**src/rtl/bru_bpred.sv**
```systemverilog
// Branch resolver with registered redirect plus a direct-mapped BTB predictor.
// Optional statistics counters are enabled with `define BPRED_STATS_EN.
module bru_bpred #(
  parameter int XLEN  = 32,
  parameter int IDX_W = 6,
  parameter int TAG_W = 8
) (
  input  logic            clk,
  input  logic            rst,
  input  logic            if_valid,
  input  logic [XLEN-1:0] if_pc,
  output logic            pred_valid,
  output logic            pred_taken,
  output logic [XLEN-1:0] pred_target,
  input  logic            ex_valid,
  input  logic [7:0]      ex_type,
  input  logic [XLEN-1:0] ex_src1,
  input  logic [XLEN-1:0] ex_src2,
  input  logic [XLEN-1:0] ex_pc,
  input  logic [XLEN-1:0] ex_imm,
  input  logic            ex_pred_taken,
  input  logic [XLEN-1:0] ex_pred_target,
  output logic            ex_taken,
  output logic [XLEN-1:0] ex_target,
  output logic            redirect,
  output logic [XLEN-1:0] redirect_pc
`ifdef BPRED_STATS_EN
  ,
  output logic [31:0]     stat_branches,
  output logic [31:0]     stat_mispred
`endif
);

  localparam int N = 1 << IDX_W;
  localparam logic [XLEN-1:0] FOUR = XLEN'(4);

  // Valid semantics: if_valid and ex_valid are single-cycle qualifiers with no
  // backpressure; pred_valid and redirect are one-cycle registered responses.

  logic             v_q   [N];
  logic [TAG_W-1:0] tag_q [N];
  logic [XLEN-1:0]  tgt_q [N];
  logic [1:0]       ctr_q [N];
  logic             jmp_q [N];

  logic            pred_valid_q, pred_valid_d;
  logic            pred_taken_q, pred_taken_d;
  logic [XLEN-1:0] pred_target_q, pred_target_d;
  logic            redirect_q, redirect_d;
  logic [XLEN-1:0] redirect_pc_q, redirect_pc_d;

  // Fetch-side lookup
  logic [IDX_W-1:0] if_idx;
  logic [TAG_W-1:0] if_tag;
  logic             lk_hit, lk_taken;
  assign if_idx   = if_pc[IDX_W+1:2];
  assign if_tag   = if_pc[IDX_W+TAG_W+1:IDX_W+2];
  assign lk_hit   = v_q[if_idx] && (tag_q[if_idx] == if_tag);
  assign lk_taken = lk_hit && (jmp_q[if_idx] || ctr_q[if_idx][1]);

  always_comb begin
    pred_valid_d  = if_valid;
    pred_taken_d  = pred_taken_q;
    pred_target_d = pred_target_q;
    if (if_valid) begin
      pred_taken_d  = lk_taken;
      pred_target_d = lk_taken ? tgt_q[if_idx] : if_pc + FOUR;
    end
  end

  // Execute-side resolve
  logic [XLEN:0]   diff;
  logic            cout, lt, ltu, eq, is_br, is_jump, cond, mispred;
  logic [XLEN-1:0] jalr_sum;
  assign diff     = {1'b0, ex_src1} + {1'b0, ~ex_src2} + {{XLEN{1'b0}}, 1'b1};
  assign cout     = diff[XLEN];
  assign lt       = (ex_src1[XLEN-1] & ~ex_src2[XLEN-1]) |
                    (~(ex_src1[XLEN-1] ^ ex_src2[XLEN-1]) & diff[XLEN-1]);
  assign ltu      = ~cout;
  assign eq       = (diff[XLEN-1:0] == '0);
  assign is_br    = ex_valid && (ex_type != 8'd0);
  assign is_jump  = ex_type[0] | ex_type[1];
  assign jalr_sum = ex_src1 + ex_imm;

  always_comb begin
    cond = (ex_type[0] | ex_type[1]) |
           (ex_type[2] & eq)  | (ex_type[3] & ~eq) |
           (ex_type[4] & lt)  | (ex_type[5] & ~lt) |
           (ex_type[6] & ltu) | (ex_type[7] & ~ltu);
    ex_taken  = is_br && cond;
    ex_target = ex_type[1] ? {jalr_sum[XLEN-1:1], 1'b0} : ex_pc + ex_imm;
  end

  assign mispred = is_br && ((ex_taken != ex_pred_taken) ||
                             (ex_taken && (ex_target != ex_pred_target)));

  always_comb begin
    redirect_d    = mispred;
    redirect_pc_d = redirect_pc_q;
    if (mispred) redirect_pc_d = ex_taken ? ex_target : ex_pc + FOUR;
  end

  // Table update, indexed by the resolving PC
  logic [IDX_W-1:0] ex_idx;
  logic [TAG_W-1:0] ex_tag;
  logic             ex_hit;
  logic [1:0]       ctr_cur, ctr_upd;
  assign ex_idx  = ex_pc[IDX_W+1:2];
  assign ex_tag  = ex_pc[IDX_W+TAG_W+1:IDX_W+2];
  assign ex_hit  = v_q[ex_idx] && (tag_q[ex_idx] == ex_tag);
  assign ctr_cur = ctr_q[ex_idx];

  always_comb begin
    ctr_upd = ctr_cur;
    if (is_jump)                         ctr_upd = 2'b11;
    else if (ex_taken && ctr_cur != 2'b11) ctr_upd = ctr_cur + 2'd1;
    else if (!ex_taken && ctr_cur != 2'b00) ctr_upd = ctr_cur - 2'd1;
  end

  always_ff @(posedge clk) begin
    if (rst) begin
      for (int i = 0; i < N; i++) begin
        v_q[i]   <= 1'b0;
        ctr_q[i] <= 2'b01;
      end
    end else if (is_br) begin
      if (ex_hit) begin
        ctr_q[ex_idx] <= ctr_upd;
        if (ex_taken) tgt_q[ex_idx] <= ex_target;
      end else if (ex_taken) begin
        v_q[ex_idx]   <= 1'b1;
        tag_q[ex_idx] <= ex_tag;
        tgt_q[ex_idx] <= ex_target;
        ctr_q[ex_idx] <= is_jump ? 2'b11 : 2'b10;
        jmp_q[ex_idx] <= is_jump;
      end
    end
  end

  always_ff @(posedge clk) begin
    if (rst) begin
      pred_valid_q  <= 1'b0;
      pred_taken_q  <= 1'b0;
      pred_target_q <= '0;
      redirect_q    <= 1'b0;
      redirect_pc_q <= '0;
    end else begin
      pred_valid_q  <= pred_valid_d;
      pred_taken_q  <= pred_taken_d;
      pred_target_q <= pred_target_d;
      redirect_q    <= redirect_d;
      redirect_pc_q <= redirect_pc_d;
    end
  end

  assign pred_valid  = pred_valid_q;
  assign pred_taken  = pred_taken_q;
  assign pred_target = pred_target_q;
  assign redirect    = redirect_q;
  assign redirect_pc = redirect_pc_q;

`ifdef BPRED_STATS_EN
  logic [31:0] stat_br_q, stat_mp_q;
  always_ff @(posedge clk) begin
    if (rst) begin
      stat_br_q <= '0;
      stat_mp_q <= '0;
    end else begin
      if (is_br)   stat_br_q <= stat_br_q + 32'd1;
      if (mispred) stat_mp_q <= stat_mp_q + 32'd1;
    end
  end
  assign stat_branches = stat_br_q;
  assign stat_mispred  = stat_mp_q;
`endif

  // PC bits outside the index/tag fields and the jalr lsb do not matter
  logic unused_bits;
  assign unused_bits = ^{if_pc[1:0], if_pc[XLEN-1:IDX_W+TAG_W+2],
                         ex_pc[1:0], ex_pc[XLEN-1:IDX_W+TAG_W+2], jalr_sum[0]};

endmodule

```
**config.mk**
```make
export PLATFORM = sky130hd
export DESIGN_NAME = bru_bpred
export DESIGN_NICKNAME = d
export VERILOG_FILES = /design/src/rtl/bru_bpred.sv
export SDC_FILE = /design/constraint.sdc
export NUM_CORES = 2
export LEC_CHECK = 0
export CAP_MARGIN = 30
export CORE_MARGIN = 8
export CORE_UTILIZATION = 45
export CTS_CLUSTER_SIZE = 30
export DETAILED_ROUTE_END_ITERATION = 16
export DONT_BUFFER_PORTS = 1
export GPL_ROUTABILITY_DRIVEN = 0
export PLACE_DENSITY = 0.69
export SYNTH_ARGS = -nofsm -noshare
export SYNTH_HDL_FRONTEND = slang
export SYNTH_SLANG_ARGS = --single-unit
```
**constraint.sdc**
```tcl
create_clock -name clk -period 7.5 [get_ports clk]
set_input_delay 0.75 -clock clk [delete_from_list [all_inputs] [get_ports clk]]
set_output_delay 0.75 -clock clk [all_outputs]
set_load 0.01 [all_outputs]
```
# --- Word level (Yosys, flattened, before mapping) ---
# Memories as Yosys holds them, arrays and structs flattened.
# Cells that the tools add are included.
totals:
  regBits: 67
  ramBits: 2816
  inputBits: 205
  out_inout_bits: 100
  mem_count: 5
classes:
  n_addsub: 8
  n_eq_ne: 5
  muxes: 30
  bitwise: 25
  reduce_logical: 17
mem_list:
  columns: ["memory", "depth", "word_bits", "rd", "rd_clocked_by_memory_dff", "wr", "line_no", "rtl"]
  rows:
  - ["tgt_q", 64, 32, 1, 0, 1, "42", "logic [XLEN-1:0] tgt_q [N];"]
  - ["tag_q", 64, 8, 2, 0, 1, "41", "logic [TAG_W-1:0] tag_q [N];"]
  - ["ctr_q", 64, 2, 2, 0, 64, "43", "logic [1:0] ctr_q [N];"]
  - ["jmp_q", 64, 1, 1, 0, 1, "44", "logic jmp_q [N];"]
  - ["v_q", 64, 1, 2, 0, 64, "40", "logic v_q [N];"]
op_table:
  columns: ["op", "count"]
  rows:
  - ["32-bit 2-to-1 mux", 4]
  - ["32-bit by 3-bit adder with 32-bit output, second input constant", 2]
  - ["32-bit adder", 2]
  - ["32-bit by 32-bit adder with 33-bit output", 1]
  - ["33-bit by 1-bit adder with 33-bit output, second input constant", 1]
  - ["32-bit zero test", 1]
  - ["32-bit inequality test", 1]
  - ["32-bit NOT", 1]
  - ["1-bit 2-to-1 mux", 19]
  - ["8-bit == test", 2]
  - ["6-bit 2-to-1 mux", 2]
  - ["2-bit 2-to-1 mux", 5]
  - ["1-bit bitwise OR", 10]
  - ["1-bit logical AND", 9]
  - ["1-bit AND", 8]
  - ["8-bit nonzero test", 1]
  - ["1-bit NOT", 5]
  - ["2-bit by 1-bit adder with 2-bit output, second input constant", 1]
  - ["1-bit logical OR", 2]
  - ["2-bit inequality test, second input constant", 1]
  - ["2-bit nonzero test", 1]
  - ["2-bit OR reduction", 1]
  - ["2-bit by 1-bit subtractor with 2-bit output, second input constant", 1]
  - ["1-bit zero test", 1]
  - ["other kinds (3)", 3]

# --- Depth between registers and ports, before layout ---
logic_depth:
  depth_word: 20
  mapped_depth: 24

# --- Worst setup path after synthesis ---
# OpenSTA, ideal clock, no wires.
synth_timing:
  kind: "in2reg"
  from: "input ex_src2[14]"
  to: "memory tgt_q[13][0], enable pin"
  setup_ps: 421
  arrival_time_ps: 6582
  required_time_ps: 7079
  slack_ps: 497
  cell_stages: 22
  path_buffers: 2
  cell_sequence: "inv_1 > ha_1 > buf_2 > nand2_1 > o21a_1 > a2111oi_1 > a21oi_1 > o21ai_0 > a21o_1 > a21o_1 > fa_1 > nor3_1 > o211ai_1 > nor4_1 > nand4_1 > nor4_1 > and4_1 > mux2_4 > nor3_1 > clkbuf_1 > nand2_1 > nor2_1"
synth_between:
  elab_chain_len: 18
  elab_cells_between_ends: 32
  classes_between: "2 x add/sub; 9 x mux; 19 x bitwise; 2 x reduce/logical"
synth_lines:
  columns: ["item", "line_no", "rtl"]
  rows:
  - ["from (decl)", "18", "input logic [XLEN-1:0] ex_src2,"]
  - ["32-bit NOT *", "75", "assign diff = {1'b0, ex_src1} + {1'b0, ~ex_src2} + {{XLEN{1'b0}}, 1'b1};"]
  - ["32-bit by 32-bit adder with 33-bit output *", "75", null]
  - ["33-bit by 1-bit adder with 33-bit output *", "75", null]
  - ["32-bit zero test", "80", "assign eq = (diff[XLEN-1:0] == '0);"]
  - ["1-bit AND / 1-bit NOT (equally long branches)", "87", "(ex_type[2] & eq) | (ex_type[3] & ~eq) |"]
  - ["1-bit bitwise OR / 1-bit AND (equally long branches)", "86, 87", null]
  - ["1-bit bitwise OR (2 in series)", "87", null]
  - ["1-bit bitwise OR (2 in series)", "88", "(ex_type[4] & lt) | (ex_type[5] & ~lt) |"]
  - ["1-bit bitwise OR *", "89", "(ex_type[6] & ltu) | (ex_type[7] & ~ltu);"]
  - ["1-bit logical AND *", "90", "ex_taken = is_br && cond;"]
  - ["1-bit 2-to-1 mux *", "129, 130", null]
  - ["1-bit 2-to-1 mux", "127", "if (ex_hit) begin"]
  - ["1-bit 2-to-1 mux", "126", "end else if (is_br) begin"]
  - ["1-bit 2-to-1 mux", "121", "if (rst) begin"]
  - ["1-bit 2-to-1 mux (on tied branches)", "129, 133", null]
  - ["1-bit bitwise OR (no source line) *", null, null]
  - ["to (decl)", "42", null]
# Every way passes the cells marked *; elsewhere a longest branch is shown, timed or not.

# --- Worst setup path after layout ---
layout_timing:
  from: "input ex_src2[13]"
  to: "output ex_taken"
layout_between:
  elab_chain_len: 12
  elab_cells_between_ends: 22
  classes_between: "2 x add/sub; 18 x bitwise; 2 x reduce/logical"
layout_lines:
  columns: ["item", "line_no", "rtl"]
  rows:
  - ["32-bit NOT *", "75", null]
  - ["32-bit by 32-bit adder with 33-bit output *", "75", null]
  - ["33-bit by 1-bit adder with 33-bit output *", "75", null]
  - ["32-bit zero test", "80", null]
  - ["1-bit AND / 1-bit NOT (equally long branches)", "87", null]
  - ["1-bit bitwise OR / 1-bit AND (equally long branches)", "86, 87", null]
  - ["1-bit bitwise OR (2 in series)", "87", null]
  - ["1-bit bitwise OR (2 in series)", "88", null]
  - ["1-bit bitwise OR *", "89", null]
  - ["1-bit logical AND *", "90", null]
  - ["to (decl)", "23", "output logic ex_taken,"]
# Marked as above.

==> results.ini <==
[status]
outcome=complete, but fails checks
violations=slew limit

[worst_hold_path]
hold_class=input pin to flop

[route]
dr.pass1.iters=8
viasPerCell=6.64
wl_per_cell_um=34.3
drc=0
drtIter0Drc=10898
antenna_left=0
wl_um=374000
via_count=72435

[clock_network]
cts_buffers=298
cts_root_buffer=clkbuf_16
clock-sinks=2883
cts_setup_buffers=0
cts_max_level=5
insertion_delay_ps=930
clkTransAtPathRegs_ps=60
cts_tree=yes
cts_max_path_buffers=4

[floorplanning]
row_count=193
die-area_mm2=0.293
fp.dieH_um=541
pin_count=305
fp.dieW_um=541
start_util_pct=45.1
core_area_mm2=0.276

[global_routing]
grt_max_degree=228
grt_pass1_vias=70656
groute.usage.overall_pct=24.7
grt_pass1_wl_um=529000
grt_overflow=0
antenna_found_initial=30

[synth]
synthSimpleGateAreaFrac_pct=3.59
ys_ff_latch=2883
synth_xor_area_share_pct=1.17
yosysUniqueCellTypes=103
synth.area.top_cells=edfxtp_1 67%, mux4_2 16%, dfxtp_1 2.1%
synth_fa_ha_area_share_pct=1.03
yosysSeqAreaShare_pct=68.6
avgSynthCellArea_um2=18.3
yosys_most_used_dff=edfxtp_1
synthArstFlopShare_pct=0
synth-edff-count=2752
synth_top_family_by_area=multiplexers
ys_warn_count=0
postSynthCellCount=6788
syn_nets=7093
syn_area_mm2=0.124
synth_compound_area_share_pct=6.19
synth_top_area_cell=edfxtp_1
synth_top_area_share_pct=66.5
synth_mux_area_share_pct=17.6

[timing]
period_share_pct=89.3
rsz0062_at_grt=false
finalHoldViolations=0
maxSlewViolCount=52
fin_crit_ps=6700
relSlewSlack_pct=-9.15
clock_skew_ps=106
worst_pin_slew_ps=1640
fmax_mhz=149
finalSetupViolations=0
tns_ps=0
holdWs_ps=57.2
layout_setup_ws_ps=800

[worst_setup_path]
crit_path_end_kind=output pin
crit_type=input pin to output pin
arrival_ps=5950
cp.required_ps=6750
critPathLaunchType=input pin
crit_fanout=11

[pwr]
power_frac_seq_pct=50.4
p_int_mw=27.7
p_sw_mw=8.88
p_leak_nw=43.9
total_power_mw=36.6
irDropWorstVdd_v=0.000227
switching_share_pct=24.3
combPwrFrac_pct=9.9
powerDensity_mw_per_mm2=259
clockPowerShare_pct=39.7

[flow_run]
max_cap_violations=0

[layout]
fin_cells=10901
layout_commonest_cell=edfxtp_1
most-common-layout-cells=2752 x edfxtp_1, 867 x mux4_2, 302 x clkbuf_16
final.fill_count=21508
fin_util_pct=51.2
nNetsFinal=7243
postLayoutCellArea_mm2=0.141
area_delta_synth_final_pct=13.5
drive_gt1_share_pct=25.6

[placement]
place_inst=10322
dpl_worst_slack_ps=183
placed_cell_area_mm2=0.131
dp_hpwl_um=235000
portBuffers=0

[state kept, by name (all words and copies together) (netlist names)]
| name | count |
|---|---|
| tgt_q | 2048 |
| pred_valid | 1 |
| pred_target | 32 |
| ctr_q | 128 |
| tag_q | 512 |
| jmp_q | 64 |
| redirect_pc | 32 |
| redirect | 1 |
| pred_taken | 1 |
| v_q | 64 |
[synth_stat cells, drive strengths merged, types with 56 or more instances]
cell type,count
nand4,104
dfxtp,131
a22oi,81
mux2i,125
o21ai,222
a21oi,165
mux2,93
a221oi,101
nand3,69
nand2,199
buf,221
o211ai,56
edfxtp,2752
nor2,348
clkbuf,251
a211oi,93
o2bb2ai,65
ha,97
mux4,867
inv,72
xnor2,68
xor2,82
[cell families (layout without fill, tap and decap cells)]
logic type,after synthesis,after routing
other,0,26
flip-flops,2883,2883
multiplexers,1085,1085
AND/OR/NAND/NOR,935,935
adder cells (fa/ha/maj),100,100
buffers and inverters,545,927
XOR/XNOR,156,156
AO/OA/AOI/OAI,1084,1084
[worst paths after layout]
kind	to	depth (start not counted)	from	slack, ps
max	ex_taken	18	ex_src2[13]	800
min	pred_target[9]$_SDFFE_PP0P_	2	if_valid	60
max reg2reg	tag_q[14][5]$_DFFE_PP_	14	tag_q[15][4]$_DFFE_PP_	2390
min reg2reg	v_q[0]$_DFF_P_	1	v_q[0]$_DFF_P_	480
[power by group through the flow]
stage	Sequential, mW	Clock (mW)	Combinational [mW]
final	18.4	14.5	3.61
after global routing	18.4	15.3	3.79
after CTS	18.4	14.7	3.57
after detailed placement	18.8	0	3.48
after global placement	18.7	0	3.39
after floorplan	18.8	0	2.10
[what timing repair did]
item,in CTS,in global routing
endpoints found under the hold margin,514,0
hold buffers,17,0
gates resized for setup,0,0
[critical path, cell delays in order]
cell,delay [ps]
inv_1,120
ha_1,540
nand2_1,140
o21a_1,240
a2111oi_1,630
a21oi_1,220
o21ai_0,330
a21o_1,250
a21o_1,150
fa_1,400
nor3_1,230
o211ai_1,130
nor4_1,300
nand4_1,130
nor4_1,240
and4_1,320
mux2_4,380
nor2_1,460
[per-layer routing]
metal	vias to the layer above	track usage (%)	routed length (um)
met5	-	0	57
met4	8	10.5	18600
met3	891	6.71	43900
met2	5100	38.8	174000
met1	37688	32.7	137000
li1	28748	-	-
[area by class of cell]
class	instances	area [um^2]	share of cell area (%)
Antenna cell	26	65.1	0.0461
Clock buffer	365	7810	5.54
Clock inverter	167	1650	1.17
Inverter	73	275	0.195
Multi-Input combinational cell	3360	37600	26.7
Sequential cell	2883	85300	60.5
Tap cell	3705	4640	3.29
Timing Repair Buffer	322	3650	2.59
Note: power is estimated with default switching activity, not from simulation.
